### config.mk
export PLATFORM = sky130hd
export DESIGN_NAME = controle_divisor
export DESIGN_NICKNAME = d
export VERILOG_FILES = /design/src/rtl/controle_divisor.sv
export SDC_FILE = /design/constraint.sdc
export NUM_CORES = 1
export LEC_CHECK = 0
export ABC_AREA = 1
export CORE_MARGIN = 5
export CORE_UTILIZATION = 45
export DETAILED_ROUTE_END_ITERATION = 12
export GPL_ROUTABILITY_DRIVEN = 0
export PLACE_DENSITY = 0.71
export SYNTH_ARGS = -nofsm -noshare
export SYNTH_HDL_FRONTEND = slang
export SYNTH_SLANG_ARGS = --single-unit
### constraint.sdc
create_clock -name clk -period 1.57 [get_ports clk]
set_input_delay 0.314 -clock clk [delete_from_list [all_inputs] [get_ports clk]]
set_output_delay 0.314 -clock clk [all_outputs]
set_load 0.01 [all_outputs]
### src/rtl/controle_divisor.sv
// ---------------------------------------------------------------------------
// controle_divisor
//
// Sequential unsigned restoring divider. A single compare/subtract stage is
// reused over WIDTH clock cycles, so one quotient bit is produced per cycle.
//
// Ports
//   clk          system clock, all state changes on the rising edge
//   rst          synchronous active-high reset, aborts any running division
//   Start        request, accepted only in IDLE or DONE
//   A, B         dividend and divisor, captured when Start is accepted
//   Busy         high while iterating (state CALC)
//   Done         one-cycle pulse, S / Resto_final / Div0 are valid
//   S            quotient (registered)
//   Resto_final  remainder (registered)
//   Div0         registered, set when the captured divisor was zero
//
// Timing: with Start accepted at edge t, a non-zero divisor gives Busy in
// cycles t+1..t+WIDTH and Done in cycle t+WIDTH+1. A zero divisor skips the
// iteration and gives Done in cycle t+1.
// ---------------------------------------------------------------------------
module controle_divisor #(
   parameter int WIDTH = 8
) (
   input  logic             clk,
   input  logic             rst,
   input  logic             Start,
   input  logic [WIDTH-1:0] A,
   input  logic [WIDTH-1:0] B,
   output logic             Busy,
   output logic             Done,
   output logic [WIDTH-1:0] S,
   output logic [WIDTH-1:0] Resto_final,
   output logic             Div0
);

   localparam int CW = (WIDTH > 2) ? $clog2(WIDTH) : 1;

   typedef enum logic [1:0] {
      IDLE = 2'd0,
      CALC = 2'd1,
      DONE = 2'd2
   } state_t;

   state_t state_reg, state_next;

   // Dividend and quotient share one shift register: each cycle the dividend
   // MSB leaves at the top while the new quotient bit enters at the bottom.
   // After WIDTH shifts the register holds the complete quotient.
   logic [WIDTH-1:0] shift_reg,   shift_next;
   logic [WIDTH-1:0] divisor_reg, divisor_next;
   // The partial remainder is always strictly below the divisor, so WIDTH
   // bits hold it exactly; only the shifted value P needs the extra bit.
   logic [WIDTH-1:0] rem_reg,     rem_next;
   logic [CW-1:0]    count_reg,   count_next;
   logic [WIDTH-1:0] s_reg,       s_next;
   logic [WIDTH-1:0] resto_reg,   resto_next;
   logic             div0_reg,    div0_next;

   // Single reusable compare/subtract stage
   logic [WIDTH:0]   partial;
   logic             take;
   logic [WIDTH-1:0] diff;
   logic [WIDTH-1:0] rem_step;
   logic [WIDTH-1:0] quot_step;

   always_comb begin
      // P = {R, dividend MSB}; the (WIDTH+1)-bit width keeps the top bit when
      // the divisor is larger than 2^(WIDTH-1).
      partial   = {rem_reg, shift_reg[WIDTH-1]};
      take      = (partial >= {1'b0, divisor_reg});
      // When take is set the true difference is below the divisor, so the
      // upper bit of the subtraction is always zero and can be dropped.
      diff      = partial[WIDTH-1:0] - divisor_reg;
      rem_step  = take ? diff : partial[WIDTH-1:0];
      quot_step = {shift_reg[WIDTH-2:0], take};
   end

   // -----------------------------------------------------------------------
   // State register and datapath registers
   // -----------------------------------------------------------------------
   always_ff @(posedge clk) begin
      if (rst) begin
         state_reg   <= IDLE;
         shift_reg   <= '0;
         divisor_reg <= '0;
         rem_reg     <= '0;
         count_reg   <= '0;
         s_reg       <= '0;
         resto_reg   <= '0;
         div0_reg    <= 1'b0;
      end else begin
         state_reg   <= state_next;
         shift_reg   <= shift_next;
         divisor_reg <= divisor_next;
         rem_reg     <= rem_next;
         count_reg   <= count_next;
         s_reg       <= s_next;
         resto_reg   <= resto_next;
         div0_reg    <= div0_next;
      end
   end

   // -----------------------------------------------------------------------
   // Next-state and datapath control
   // -----------------------------------------------------------------------
   always_comb begin
      state_next   = state_reg;
      shift_next   = shift_reg;
      divisor_next = divisor_reg;
      rem_next     = rem_reg;
      count_next   = count_reg;
      s_next       = s_reg;
      resto_next   = resto_reg;
      div0_next    = div0_reg;

      unique case (state_reg)
         IDLE, DONE: begin
            // DONE accepts Start exactly like IDLE so operations can run
            // back-to-back without an idle cycle in between.
            if (Start) begin
               if (B == '0) begin
                  // Divide by zero: report immediately, no iteration.
                  state_next = DONE;
                  s_next     = '0;
                  resto_next = A;
                  div0_next  = 1'b1;
               end else begin
                  state_next   = CALC;
                  shift_next   = A;
                  divisor_next = B;
                  rem_next     = '0;
                  count_next   = CW'(WIDTH - 1);
                  div0_next    = 1'b0;
               end
            end else begin
               state_next = IDLE;
            end
         end

         CALC: begin
            // Start is deliberately not looked at here: the captured
            // operands stay untouched until the division completes.
            shift_next = quot_step;
            rem_next   = rem_step;
            if (count_reg == '0) begin
               // Last bit: publish results on the edge entering DONE.
               state_next = DONE;
               s_next     = quot_step;
               resto_next = rem_step;
            end else begin
               count_next = count_reg - 1'b1;
            end
         end

         default: begin
            state_next = IDLE;
         end
      endcase
   end

   // -----------------------------------------------------------------------
   // Outputs
   // -----------------------------------------------------------------------
   assign Busy        = (state_reg == CALC);
   assign Done        = (state_reg == DONE);
   assign S           = s_reg;
   assign Resto_final = resto_reg;
   assign Div0        = div0_reg;

endmodule

==> impl_metrics.toml, run 1 <==
[floorplan]
core-area_um2 = 5410
row_count = 27
ioPinCount = 38
fp.dieH_um = 83.9
start_util_pct = 45.5
dieWidth_um = 83.9
die_area_um2 = 7040

[clocking]
htreeDepth = 2
root_buffer = "clkbuf_8"
cts_max_path_buffers = 2
worstSkewPairLatency_ns = 0.31
cts_buffers = 5
cts.clk_slew.worst_paths_ns = 0.10
cts_tree = "yes"
holdBufCountCts = 0
cts_sinks = 46

[power_and_ir_drop]
p_switching_mw = 2.33
power_frac_seq_pct = 26.0
clkPwrFrac_pct = 17.4
power_frac_comb_pct = 56.6
p_sw_share_pct = 42.9
p_int_mw = 3.09
finalPower_mw = 5.42
leakage_nw = 1.72
p_per_area_nw_per_um2 = 1400
vdd_drop_max_v = 0.000786

[placed_design]
hpwlAfterDp_um = 4410
numPortBuffers = 37
placed_cell_area_um2 = 3100
post-place-cells = 480
dp_slack_ns = -0.232

[timing]
slew_headroom_pct = 66.4
fin_crit_ns = 1.74
setup_viol = 18
fin_skew_ns = 0.0128
setup_slack_ns = -0.171
hold_violations = 0
finalCritPeriodShare_pct = 111
tns_ns = -1.54
worst_slew_pin_slew_ns = 0.504
slew_violations = 0
fmax_mhz = 574
rsz0062_at_grt = "true"

[run_status]
violations = "negative setup slack"
outcome = "complete, but fails checks"

[global_routing]
use_met3_pct = 3.55
grt_antenna_before_repair = 0
use_met1_pct = 23.8
grt.busiest_layer = "met2"
grt_max_degree = 31
grt_usage_pct = 20.0
grt_pass1_vias = 2528
gr-total-overflow = 0
grt_use_met2_pct = 35.7
grt_pass1_wl_um = 11700

[worst_hold_path]
hold_path.class = "in2reg"

[synth]
async_reset_ff_share_pct = 0
synth_fp_nets = 382
seq_area_frac_synth_pct = 37.5
synth_warnings = 0
synth-seq-cells = 46
syn_area_per_cell_um2 = 6.98
syn_inst = 352
ys.flop_type = "dfxtp_1"
syn_area_um2 = 2460
synth-edff-count = 0
synth.distinct_cells = 29

[critical_path]
cp_slowest_cell = "dfxtp_4"
critPathMaxStageDelay_ns = 0.37
cp.required_ns = 1.80
worst-setup-path-type = "reg2reg"
path_cells = "ha_4, nand2_4, nor2_4, inv_2, nor2_4, nor2_4, buf_6, nand3b_1, nand3_2, a21oi_1"
worst_setup_path_start_kind = "flip-flop"
r2r_slack_ns = -0.17
end_kind = "flip-flop"
cp_data_arrival_time_ns = 1.97
crit_family = "simple AND/OR/NAND/NOR gates"
cp_max_fo = 5
cp_num_buf_inv = 2
crit_top_cell = "nor2_4"

[final_layout]
insertedDiodeCount = 0
drive_gt1_share_pct = 40.1
layoutNonFillerInstCount = 503
stdcell_area_um2 = 3890
areaGrowthSynthToFinish_pct = 58.1
fin_nets = 460
final.fill_count = 369

[drt]
drc_errors = 0
drt_iter0_markers = 283
wl_per_cell_um = 16.3
drt_pass1_iterations = 4
num_vias = 2668
vias_per_cell = 5.30
ant_nets = 0
wirelength_um = 8210

[run]
drv_cap = 0
-- cells in the final DEF (no fill, tap or decap), types with 5 or more instances in the layout --
cell and instances:
a21oi_1 22, a21oi_2 20, a31oi_1 6, buf_4 35, buf_6 6, clkbuf_8 5, clkdlybuf4s50_1 31, dfxtp_1 30
dfxtp_2 13, ha_4 8, inv_1 34, inv_2 17, nand2_1 70, nand2_2 14, nand2_4 10, nand3_1 5
nand3_2 6, nand3_4 7, nand3b_1 7, nor2_1 33, nor2_4 6, o21ai_0 9
-- worst min-delay path: stages --
cell and delay (ns):
dlymetal6s2s_1 0.12, o21ai_0 0.10, a21oi_1 0.11
-- power groups by stage --
stage	logic [mW]	clock network, mW	registers [mW]
after floorplan	1.16	0	1.38
after global placement	1.68	0	1.39
after detailed placement	1.73	0	1.39
after CTS	2.55	0.946	1.39
after global routing	3.24	1.01	1.42
final	3.07	0.946	1.41
-- cell usage after synthesis (all sizes together), types with 6 or more instances --
master,number,share of area [%]
dfxtp,46,37
nand3,18,4.3
nor2,43,7.9
nand3b,7,2.1
inv,52,7.9
nand2,95,15
a21oi,42,9.2
a31oi,6,1.5
clkbuf,6,0.92
buf,6,2.2
ha,10,5.1
o21ai,11,2.5
-- logic make-up after synthesis --
| group | share of synthesized area [%] |
|---|---|
| AOI/OAI and AO/OA | 13.2 |
| xor gates and xnor gates | 1.78 |
| adders and majority gates | 5.90 |
| buffers and inverters | 11.0 |
| DFF | 37.5 |
| and+or+nand+nor | 30.6 |
-- path summary, 6_finish.rpt --
kind | from | end | cells past startpoint
worst min-delay path | B[2] | divisor_reg[2] | 3
worst min register to register | S[6] | S[6] | 2
worst max register to register | rem_reg[3] | Resto_final[6] | 10
worst max-delay path | rem_reg[3] | Resto_final[6] | 10
-- through the flow --
step | utilization [%] | hold WS, ns
finish | 71.9 | 0.382
detailed placement | 57.4 | 0.456
CTS | 66.8 | 0.472
global route | 71.9 | 0.419
floorplan | - | 0.435
global placement | 57.4 | 0.454
-- area by class of cell --
class	count	area, µm²	share of cell area (%)
multi-input combinational	244	1760	45.2
clock inverter	3	48.8	1.26
tap	72	90.1	2.32
sequential	46	948	24.4
timing repair buffer	81	778	20.0
clock buffer	5	68.8	1.77
inverter	52	196	5.05
-- per-layer routing --
| metal | vias up | wire (µm) | part of all wire, % |
|---|---|---|---|
| met5 | - | 0 | 0 |
| met3 | 27 | 456 | 5.6 |
| met2 | 101 | 4100 | 50 |
| met1 | 1277 | 3360 | 41 |
| met4 | 0 | 289 | 3.5 |
| li1 | 1263 | - | - |
-- repair_timing --
item	CTS	global route
gates cloned	2	2
pin swaps	19	33
resized for setup	79	59
setup endpoints to repair	20	28
setup buffers	7	4
Note: power is estimated with default switching activity, not from simulation.
==> inputs of run 2 (changes only) <==
--- a/config.mk
+++ b/config.mk
@@ -11,6 +11,7 @@
 export DETAILED_ROUTE_END_ITERATION = 12
 export GPL_ROUTABILITY_DRIVEN = 0
 export PLACE_DENSITY = 0.71
+export SKIP_CTS_REPAIR_TIMING = 1
 export SYNTH_ARGS = -nofsm -noshare
 export SYNTH_HDL_FRONTEND = slang
 export SYNTH_SLANG_ARGS = --single-unit
==> run 2 against run 1 <==
Effect of this change: register-to-register slack better by 0.06 ns; critical path depth unchanged; sequential power about the same; non-clock buffer count down 5; sequential share of layout area up 0.65 points; clock-buffer cell count unchanged; the flow still finishes with violations (negative setup slack); core utilization down 2.2 points; cell count down 1.2%; routed wire length down 11%; cell area down 3.1%.
==> impl_metrics.toml, run 2 (synthesis gave the netlist of run 1 again) <==
[timing]
finalCritPeriodShare_pct = 107
fin_crit_ns = 1.68
hold_violations = 0
worst_slew_pin_slew_ns = 0.529
setup_viol = 16
setup_slack_ns = -0.108
rsz0062_at_grt = "true"
slew_violations = 0
fmax_mhz = 596
fin_skew_ns = 0.00714
tns_ns = -1.19
slew_headroom_pct = 64.7

[run_status]
violations = "negative setup slack"
outcome = "complete, but fails checks"

[clocking]
cts_tree = "yes"
worstSkewPairLatency_ns = 0.30
cts_sinks = 46
cts_buffers = 5
cts_max_path_buffers = 2
root_buffer = "clkbuf_8"
htreeDepth = 2
cts.clk_slew.worst_paths_ns = 0.10

[global_routing]
grt_antenna_before_repair = 0
grt_max_degree = 31
grt_pass1_vias = 2299
grt_usage_pct = 17.3
grt_pass1_wl_um = 10200
gr-total-overflow = 0

[critical_path]
cp_data_arrival_time_ns = 1.87
end_kind = "flip-flop"
cp_max_fo = 4
reg2reg_to = "rem_reg[2]"
cp.required_ns = 1.76
worst-setup-path-type = "reg2reg"
worst-r2r-cell-count = 10
r2r_slack_ns = -0.11
rr_startpoint = "rem_reg[5]"
worst_setup_path_start_kind = "flip-flop"

[floorplan]
dieWidth_um = 83.9
row_count = 27
start_util_pct = 45.5
ioPinCount = 38
core-area_um2 = 5410
fp.dieH_um = 83.9
die_area_um2 = 7040

[final_layout]
layout_commonest_cell = "nand2_1"
drive_gt1_share_pct = 38.4
areaGrowthSynthToFinish_pct = 53.2
fin_nets = 454
insertedDiodeCount = 0
stdcell_area_um2 = 3770
final_util_pct = 69.7
mostFrequentLayoutCells = "nand2_1, inv_1, dfxtp_1, nor2_1"
layoutNonFillerInstCount = 497

[drt]
num_vias = 2570
drt_iter0_markers = 182
ant_nets = 0
wl_per_cell_um = 14.7
drt_pass1_iterations = 4
drc_errors = 0
vias_per_cell = 5.17
wirelength_um = 7310

[placed_design]
hpwlAfterDp_um = 4410
numPortBuffers = 37
placed_cell_area_um2 = 3100
post-place-cells = 480

[worst_hold_path]
hold_path.class = "in2reg"
min-delay-start = "B[2]"
min_delay_path_depth = 3
whs_endpoint = "divisor_reg[2]"

[power_and_ir_drop]
leakage_nw = 1.68
finalPower_mw = 5.00
p_per_area_nw_per_um2 = 1330
vdd_drop_max_v = 0.000857

[run]
drv_cap = 0
==> run 2: layout make-up <==
type	instances	area, µm²
Clock buffer	5	68.8
Fill cell	409	1640
Inverter	52	195
Multi-Input combinational cell	243	1680
Clock inverter	3	48.8
Tap cell	72	90.1
Sequential cell	46	943
Timing Repair Buffer	76	744
==> run 2: worst max-delay path: stages, from the launching register on <==
cell and delay (ns):
dfxtp_2 0.36, ha_4 0.26, nand2_1 0.07, nand2_2 0.07, nand2_1 0.07, nand2_2 0.06, nor2_4 0.23, buf_6 0.16
nand3b_1 0.12, nand3_4 0.10, a21oi_2 0.05
==> run 2: layer usage <==
metal	global-route usage, %	vias to the layer above	wire, µm	share of wire (%)
met5	0	-	0	0
met4	5.12	0	165	2.3
met3	3.06	12	453	6.2
met2	29.6	83	3740	51
met1	22.1	1220	2950	40
li1	-	1255	-	-
==> run 2: how the worst max path moves through the flow <==
stage / slack, ns / from / endpoint / cells after the start
2_1_floorplan: 0.02 / divisor_reg[6] / rem_reg[5] / 9
3_3_place_gp: -0.20 / B[4] / S[2] / 8
3_5_place_dp: -0.23 / B[4] / Resto_final[5] / 8
4_1_cts: -0.19 / state_reg[1] / Done / 3
5_1_grt: -0.20 / divisor_reg[7] / rem_reg[2] / 11
6_report: -0.11 / rem_reg[5] / rem_reg[2] / 10
==> run 2: power breakdown <==
group          total, mW  leakage, nW  switching [mW]  internal, mW
Sequential          1.40        0.383           0.103          1.30
Clock              0.944       0.0563           0.458         0.486
Combinational       2.65         1.24            1.47          1.18
==> run 2: per-stage QoR <==
step,setup slack [ns],hold WS (ns)
4_1_cts,-0.189,0.472
5_1_grt,-0.197,0.406
3_5_place_dp,-0.232,0.456
6_report,-0.108,0.376
2_1_floorplan,0.0203,0.435
3_3_place_gp,-0.195,0.454
